--- config.mk ---
export PLATFORM = sky130hd
export DESIGN_NAME = fifo_rd_stream
export DESIGN_NICKNAME = d
export VERILOG_FILES = /design/src/rtl/fifo_rd_stream.sv
export SDC_FILE = /design/constraint.sdc
export NUM_CORES = 1
export LEC_CHECK = 0
export BUFFER_PORTS_ARGS = -buffer_cell sky130_fd_sc_hd__buf_4
export CAP_MARGIN = 0
export CORE_AREA = 5 5 69 84
export CTS_CLUSTER_DIAMETER = 150
export DETAILED_ROUTE_END_ITERATION = 12
export DIE_AREA = 0 0 74 89
export GPL_TIMING_DRIVEN = 1
export HOLD_SLACK_MARGIN = 0.05
export PLACE_DENSITY = 0.72
export SKIP_LAST_GASP = 1
export SLEW_MARGIN = 20
export SYNTH_ARGS = -nofsm -noshare
export SYNTH_HDL_FRONTEND = slang
export SYNTH_SLANG_ARGS = --single-unit
--- constraint.sdc ---
create_clock -name rdclk -period 4.9 [get_ports rdclk]
set_input_delay 0.49 -clock rdclk [delete_from_list [all_inputs] [get_ports rdclk]]
set_output_delay 0.49 -clock rdclk [all_outputs]
set_load 0.005 [all_outputs]
--- src/rtl/fifo_rd_stream.sv ---
// Read-domain burst consumer: pops BURST_LEN-word bursts from the async FIFO and streams them out with sop/eop.
// A 2-entry output buffer plus a single in-flight slot hides the FIFO read latency without bubbles.
module fifo_rd_stream #(
  parameter int WIDTH     = 8,
  parameter int PTR       = 4,
  parameter int BURST_LEN = 4,
  parameter int GAP       = 2
) (
  input  logic             rdclk,
  input  logic             reset,
  output logic             fifo_rden,
  input  logic [WIDTH-1:0] fifo_dataout,
  input  logic             fifo_rdempty,
  input  logic [PTR:0]     fifo_rdusedw,
  output logic             out_valid,
  input  logic             out_ready,
  output logic [WIDTH-1:0] out_data,
  output logic             out_sop,
  output logic             out_eop,
  output logic             underrun,
  output logic [15:0]      word_cnt
);

  localparam int CW = PTR + 1;
  localparam int GW = $clog2(GAP + 2);

  typedef enum logic [1:0] {S_IDLE, S_READ, S_GAP} state_t;

  typedef struct packed {
    logic [WIDTH-1:0] dat;
    logic             sop;
    logic             eop;
  } ent_t;

  state_t          state_q, state_d;
  logic [CW-1:0]   issued_q, issued_d;
  logic [GW-1:0]   gap_q, gap_d;
  logic            underrun_q, underrun_d;
  logic            infl_q, infl_d;
  logic            infl_sop_q, infl_sop_d;
  logic            infl_eop_q, infl_eop_d;
  logic [1:0]      occ_q, occ_d;
  ent_t            ent0_q, ent0_d;
  ent_t            ent1_q, ent1_d;
  logic [15:0]     word_cnt_q, word_cnt_d;

  logic            pop;
  logic [2:0]      committed;
  logic            credit_ok;
  logic            last_issue;
  ent_t            new_ent;

  assign out_valid = (occ_q != 2'd0);
  assign out_data  = ent0_q.dat;
  assign out_sop   = ent0_q.sop;
  assign out_eop   = ent0_q.eop;
  assign underrun  = underrun_q;
  assign word_cnt  = word_cnt_q;

  assign pop        = out_valid & out_ready;
  // Words already owed to the buffer after this cycle's pop; a new read must still fit.
  assign committed  = 3'(occ_q) + 3'(infl_q) - 3'(pop);
  assign credit_ok  = (committed < 3'd2);
  assign last_issue = (issued_q == CW'(BURST_LEN - 1));
  assign new_ent    = '{dat: fifo_dataout, sop: infl_sop_q, eop: infl_eop_q};

  always_comb begin
    state_d    = state_q;
    issued_d   = issued_q;
    gap_d      = gap_q;
    underrun_d = underrun_q;
    infl_d     = 1'b0;
    infl_sop_d = infl_sop_q;
    infl_eop_d = infl_eop_q;
    fifo_rden  = 1'b0;
    case (state_q)
      S_IDLE: begin
        if (fifo_rdusedw >= CW'(BURST_LEN)) begin
          state_d  = S_READ;
          issued_d = '0;
        end
      end
      S_READ: begin
        if (credit_ok) begin
          if (fifo_rdempty) begin
            underrun_d = 1'b1;
          end else begin
            fifo_rden  = 1'b1;
            infl_d     = 1'b1;
            infl_sop_d = (issued_q == '0);
            infl_eop_d = last_issue;
            issued_d   = issued_q + 1'b1;
            if (last_issue) begin
              state_d = S_GAP;
              gap_d   = GW'(GAP);
            end
          end
        end
      end
      S_GAP: begin
        if (gap_q <= GW'(1)) begin
          state_d = S_IDLE;
          gap_d   = '0;
        end else begin
          gap_d = gap_q - 1'b1;
        end
      end
      default: state_d = S_IDLE;
    endcase
  end

  // Head entry always lives in ent0 so the outputs come straight from a register.
  always_comb begin
    ent0_d     = ent0_q;
    ent1_d     = ent1_q;
    occ_d      = occ_q;
    word_cnt_d = word_cnt_q + 16'(pop);
    case ({infl_q, pop})
      2'b10: begin
        if (occ_q == 2'd0) ent0_d = new_ent;
        else               ent1_d = new_ent;
        occ_d = occ_q + 2'd1;
      end
      2'b01: begin
        ent0_d = ent1_q;
        occ_d  = occ_q - 2'd1;
      end
      2'b11: begin
        if (occ_q == 2'd1) begin
          ent0_d = new_ent;
        end else begin
          ent0_d = ent1_q;
          ent1_d = new_ent;
        end
      end
      default: ;
    endcase
  end

  always_ff @(posedge rdclk or posedge reset) begin
    if (reset) begin
      state_q    <= S_IDLE;
      issued_q   <= '0;
      gap_q      <= '0;
      underrun_q <= 1'b0;
      infl_q     <= 1'b0;
      infl_sop_q <= 1'b0;
      infl_eop_q <= 1'b0;
      occ_q      <= 2'd0;
      ent0_q     <= '0;
      ent1_q     <= '0;
      word_cnt_q <= 16'd0;
    end else begin
      state_q    <= state_d;
      issued_q   <= issued_d;
      gap_q      <= gap_d;
      underrun_q <= underrun_d;
      infl_q     <= infl_d;
      infl_sop_q <= infl_sop_d;
      infl_eop_q <= infl_eop_d;
      occ_q      <= occ_d;
      ent0_q     <= ent0_d;
      ent1_q     <= ent1_d;
      word_cnt_q <= word_cnt_d;
    end
  end

endmodule

# == Word level (Yosys, flattened, before mapping) ==
# Cells that the tools add are included.
# word_totals
reg_bits,51
inputBits,17
output_inout_bits,29
elab_cells,80
# classes
add_sub_neg,7
n_lt_le_gt_ge,3
n_eq_ne,15
mux,22
bitwise_logic,2
n_reduce_logical,16
# op_table
operator,count
$mux 10,4
$pmux 10 s3,1
$pmux 10 s2,1
$add 16x1->16,1
$ne 2x2->1 const B,8
$mux 5,3
$mux 2,6
$pmux 5 s2,1
$reduce_bool 2->1,5
$reduce_and 3->1,3
$pmux 2 s2,2
$reduce_and 4->1,2
$eq 2x1->1 const B,3
$eq 2x2->1 const B,3
$pmux 2 s3,1
$add 5x1->5 const B,1
$eq 5x2->1 const B,1
$ge 5x3->1 const B,1
$logic_not 5->1,1
$reduce_and 5->1,1
$logic_not 2->1,2
$sub 2x1->2 const B,2
$add 2x1->3,1
$lt 3x2->1 const B,1
other kinds (8),10

# == Logic depth before layout (Yosys ltp) ==
# depth
word_depth,6
depth_mapped,13
ltp_nobuf,12

# == Least setup slack after synthesis ==
# No wires, ideal clock.
# synth_timing
path_type,flip-flop to output port
from,register occ_q[1]
to,output fifo_rden
t_arrival_ps,2332
required_time_ps,4410
setup_slack_ps,2078
path_stages_with_launch,11
path_buffers,1
path_cell_list,dfrtp_1 inv_1 ha_1 nand2b_1 buf_6 nor2_1 o21ai_0 fa_1 and4bb_2 nand2_1 inv_1
# synth_between
elab_chain_cells,6
word_cells_on_any_way,7
classes_between,2 x add/sub; 1 x order compare; 2 x mux; 1 x bitwise; 1 x reduce/logical
# synth_rtl
item,line_no,source
"start, declared",42,"logic [1:0] occ_q, occ_d;"
"start signal, assigned",149,occ_q <= 2'd0;
"start signal, assigned",161,occ_q <= occ_d;
branches (longest 2 deep; another with $add 2x1->3),-,
$sub 3x1->3 *,62,assign committed = 3'(occ_q) + 3'(infl_q) - 3'(pop);
$lt 3x2->1 *,63,assign credit_ok = (committed < 3'd2);
$mux 1 *,84,if (credit_ok) begin
$mux 1 *,76,case (state_q)
"end, declared",11,"output logic fifo_rden,"
# Every way passes the cells marked *.

# == Worst setup path in the final report ==
# Same ends and word-level chain as after synthesis.

==> results.toml <==
[synth]
ys_seq_area_share_pct = 53.6
post_synth_instance_area_mm2 = 0.00238
post-synth-top-area-cell = "sky130_fd_sc_hd__dfrtp_1"
synth_edf_count = 0
yosys_most_used_dff = "sky130_fd_sc_hd__dfrtp_1"
yosysMostFrequentCell = "sky130_fd_sc_hd__dfrtp_1"
yosys.area.top_type_share_pct = 53.6
synthesis.instances = 202
postSynthAreaPerCell_um2 = 11.8
synth_async_sr_flop_share_pct = 100
synth_top_cells_by_area = "sky130_fd_sc_hd__dfrtp_1 54%, sky130_fd_sc_hd__xnor2_1 6.3%, sky130_fd_sc_hd__a221o_1 4.2%, sky130_fd_sc_hd__mux2_2 3.8%, sky130_fd_sc_hd__ha_1 3.7%"
ys_types = 40
post_synth_most_frequent_cells = "51 x sky130_fd_sc_hd__dfrtp_1, 20 x sky130_fd_sc_hd__nand2_1, 17 x sky130_fd_sc_hd__xnor2_1, 11 x sky130_fd_sc_hd__inv_1, 11 x sky130_fd_sc_hd__nand3_1"
synth.ff_latch_count = 51
mappedNetlistNets = 227
synth_warnings = 0

[routing]
post_drt_wl_per_cell_um = 14.0
met2_length_um = 2160
wl_met3_um = 263
drt_first_pass_iters = 4
detail-route-antenna-nets = 0
drc_errors = 0
vias = 1639
wirelength_um = 4350
drt_first_iter_violations = 51
detail_route.vias_per_cell = 5.27
top_layer = "met4"
m1WireLength_um = 1840

[power_and_ir_drop]
total_switching_power_w = 0.000535
combPwrFrac_pct = 38.2
p_leak_nw = 1.35
max-vdd-ir-drop_v = 0.000230
clock_power_share_pct = 18.8
cellPowerDensity_mw_per_mm2 = 552
power.switching_fraction_pct = 33.6
seq_power_share_pct = 43.1
cellInternalPower_w = 0.00106

[sta]
timing.setup.tns_ns = 0
slew_violations = 0
peak_clock_frequency_supported_by_timing_mhz = 273
unrepaired_setup_endpoints_after_global_routing = "false"
setup_viol_count_final = 0
worst_slew_margin_rel_pct = 41.6
report.final.hold_viol_count = 0
worst_clock_skew_ns = 0.00730
holdWs_ns = 0.342
max_slew.worst_pin.slew_ns = 0.875
period_minus_slack_ns = 3.67
layout_worst_path_cycle_share_pct = 74.8

[critical_path]
critPathMostFrequentCell = "sky130_fd_sc_hd__inv_1"
timing.critical_path.from_type = "flip-flop"
path_delay_family = "simple AND/OR/NAND/NOR gates"
arrival_ns = 3.18
timing.critical_path.slowest_cell_delay_ns = 0.55
critical_path_peak_fanout = 7
timing.critical_path.slowest_stage_cell = "sky130_fd_sc_hd__fa_1"
cp-end-kind = "output port"
type_of_the_worst_setup_path = "reg -> out"
cp_cell_sequence = "inv_1, ha_1, nand2b_1, inv_2, nor2_1, o21ai_0, fa_1, and4bb_2, nand2_1, inv_1, buf_4"
timing.critical_path.required_ns = 4.41
crit_buf_inv = 4

[floorplan]
rows = 28
die_height_um = 89
design.core.area_mm2 = 0.00487
die_area_mm2 = 0.00659
initial_core_util_pct = 48.9
floorplan.die.width_um = 74
ios = 46

[final_layout]
drive_gt1_share_pct = 27.5
fillerInstances = 410
num_antenna_cells = 0
area_growth_syn_to_layout_pct = 21.0
nets = 275

[clock_tree]
clk_root_buffer_cell = "sky130_fd_sc_hd__clkbuf_8"
clk_transition_reported_paths_ns = 0.09
numCtsBuffers = 5
hold_buffers = 0
cts_setup_buffers = 0
clkSinkCount = 51
htree_num_levels = 2
clock_tree_from_tritoncts = "yes"
cts.path.max_buffers = 2
cts_resized = 0
clk_latency_ns = 0.30

[status]
run_status = "finished clean"

[global_routing]
grt.overflow.total = 0
grt_max_degree = 52
grt_antenna_before_repair = 0
grt_pass1_vias = 1686
first_pass_grt_wire_length_um = 7520
grt_use_total_pct = 14.7

[place]
routabilityCongestion = 0.823
port_buffers = 43
place.detailed.hpwl_um = 3060

[run]
cap_violations = 0

[hold_path]
holdCritPathClass = "in -> async"
final timing paths:
path / cells after the start / from / slack [ns] / endpoint
max in group asynchronous: 2 / reset / 4.04 / word_cnt[4]
worst min register to register: 1 / word_cnt[15] / 0.47 / word_cnt[15]
min in group rdclk: 2 / fifo_dataout[0] / 0.42 / ent1_q[2]
worst min-delay path: 2 / reset / 0.34 / ent1_q[5]
worst max register to register: 12 / occ_q[1] / 1.69 / gap_q[0]
worst max-delay path: 11 / occ_q[1] / 1.23 / fifo_rden
logic make-up (layout without fill, tap and decap cells):
| logic type | after synthesis | in the layout | share of synthesized area, % |
|---|---|---|---|
| multiplexers | 10 | 10 | 4.73 |
| adder cells (fa/ha/maj) | 8 | 8 | 4.52 |
| AO/OA/AOI/OAI | 25 | 25 | 9.77 |
| XOR/XNOR | 22 | 22 | 8.09 |
| AND/OR/NAND/NOR | 72 | 72 | 16.7 |
| flip-flops | 51 | 51 | 53.6 |
| buffers and inverters | 14 | 63 | 2.57 |
layer usage:
| metal | up-vias | global-route usage [%] |
|---|---|---|
| met5 | - | 0 |
| met4 | 0 | 5.44 |
| met3 | 9 | 3.71 |
| met2 | 35 | 25.2 |
| met1 | 796 | 17.6 |
| li1 | 799 | - |
state kept, by name, indices dropped and copies added (netlist names):
register,count
ent1_q,10
gap_q,2
infl_eop_q,1
infl_q,1
infl_sop_q,1
issued_q,5
occ_q,2
out_data,8
out_eop,1
out_sop,1
state_q,2
underrun,1
word_cnt,16
area by class of cell:
type / instances / area (um^2) / share of cell area [%]
clock buffers: 6 / 82.6 / 2.87
inverters: 12 / 46.3 / 1.61
flip-flops and latches: 51 / 1280 / 44.3
multi-input cells: 137 / 1040 / 36.2
clock inverters: 2 / 35.0 / 1.22
repair buffers: 43 / 323 / 11.2
well taps: 60 / 75.1 / 2.61
power groups by stage:
stage / Combinational (W) / Sequential [W] / Clock [W]
2_1_floorplan: 0.000416 / 0.000672 / 0
3_3_place_gp: 0.000605 / 0.000689 / 0
3_5_place_dp: 0.000616 / 0.000695 / 0
4_1_cts: 0.000619 / 0.000686 / 0.000309
5_1_grt: 0.000689 / 0.000711 / 0.000327
6_report: 0.000607 / 0.000685 / 0.000298
worst register-to-register path: stages (launching register included):
cell	delay [ns]
sky130_fd_sc_hd__dfrtp_1	0.46
sky130_fd_sc_hd__inv_1	0.11
sky130_fd_sc_hd__ha_1	0.30
sky130_fd_sc_hd__nand2b_1	0.42
sky130_fd_sc_hd__inv_2	0.15
sky130_fd_sc_hd__nor2_1	0.11
sky130_fd_sc_hd__o21ai_0	0.10
sky130_fd_sc_hd__fa_1	0.55
sky130_fd_sc_hd__and4bb_2	0.25
sky130_fd_sc_hd__nand2_1	0.10
sky130_fd_sc_hd__inv_1	0.19
sky130_fd_sc_hd__nand3_1	0.19
sky130_fd_sc_hd__o211a_1	0.19
cells in the final DEF, fill, tap and decap left out, drive strengths merged, types with 5 or more instances in the layout:
cell	n
ha	7
nor3	6
nand2	21
inv	11
nand3	11
dfrtp	51
clkbuf	6
o21ai	5
xnor2	17
xor2	5
nor2	8
and2	10
buf	43
a221o	10
mux2	10
through the flow:
stage	worst slack, ns	cell area, um^2	instances	util [%]	power (W)
2_1_floorplan	2.08	2380	202	-	0.00109
3_3_place_gp	1.58	2760	303	56.7	0.00129
3_5_place_dp	1.57	2760	303	56.7	0.00131
4_1_cts	1.20	2880	311	59.1	0.00161
5_1_grt	0.885	2880	311	59.2	0.00173
6_report	1.23	2880	311	59.2	0.00159
(Power assumes the default switching activity.)
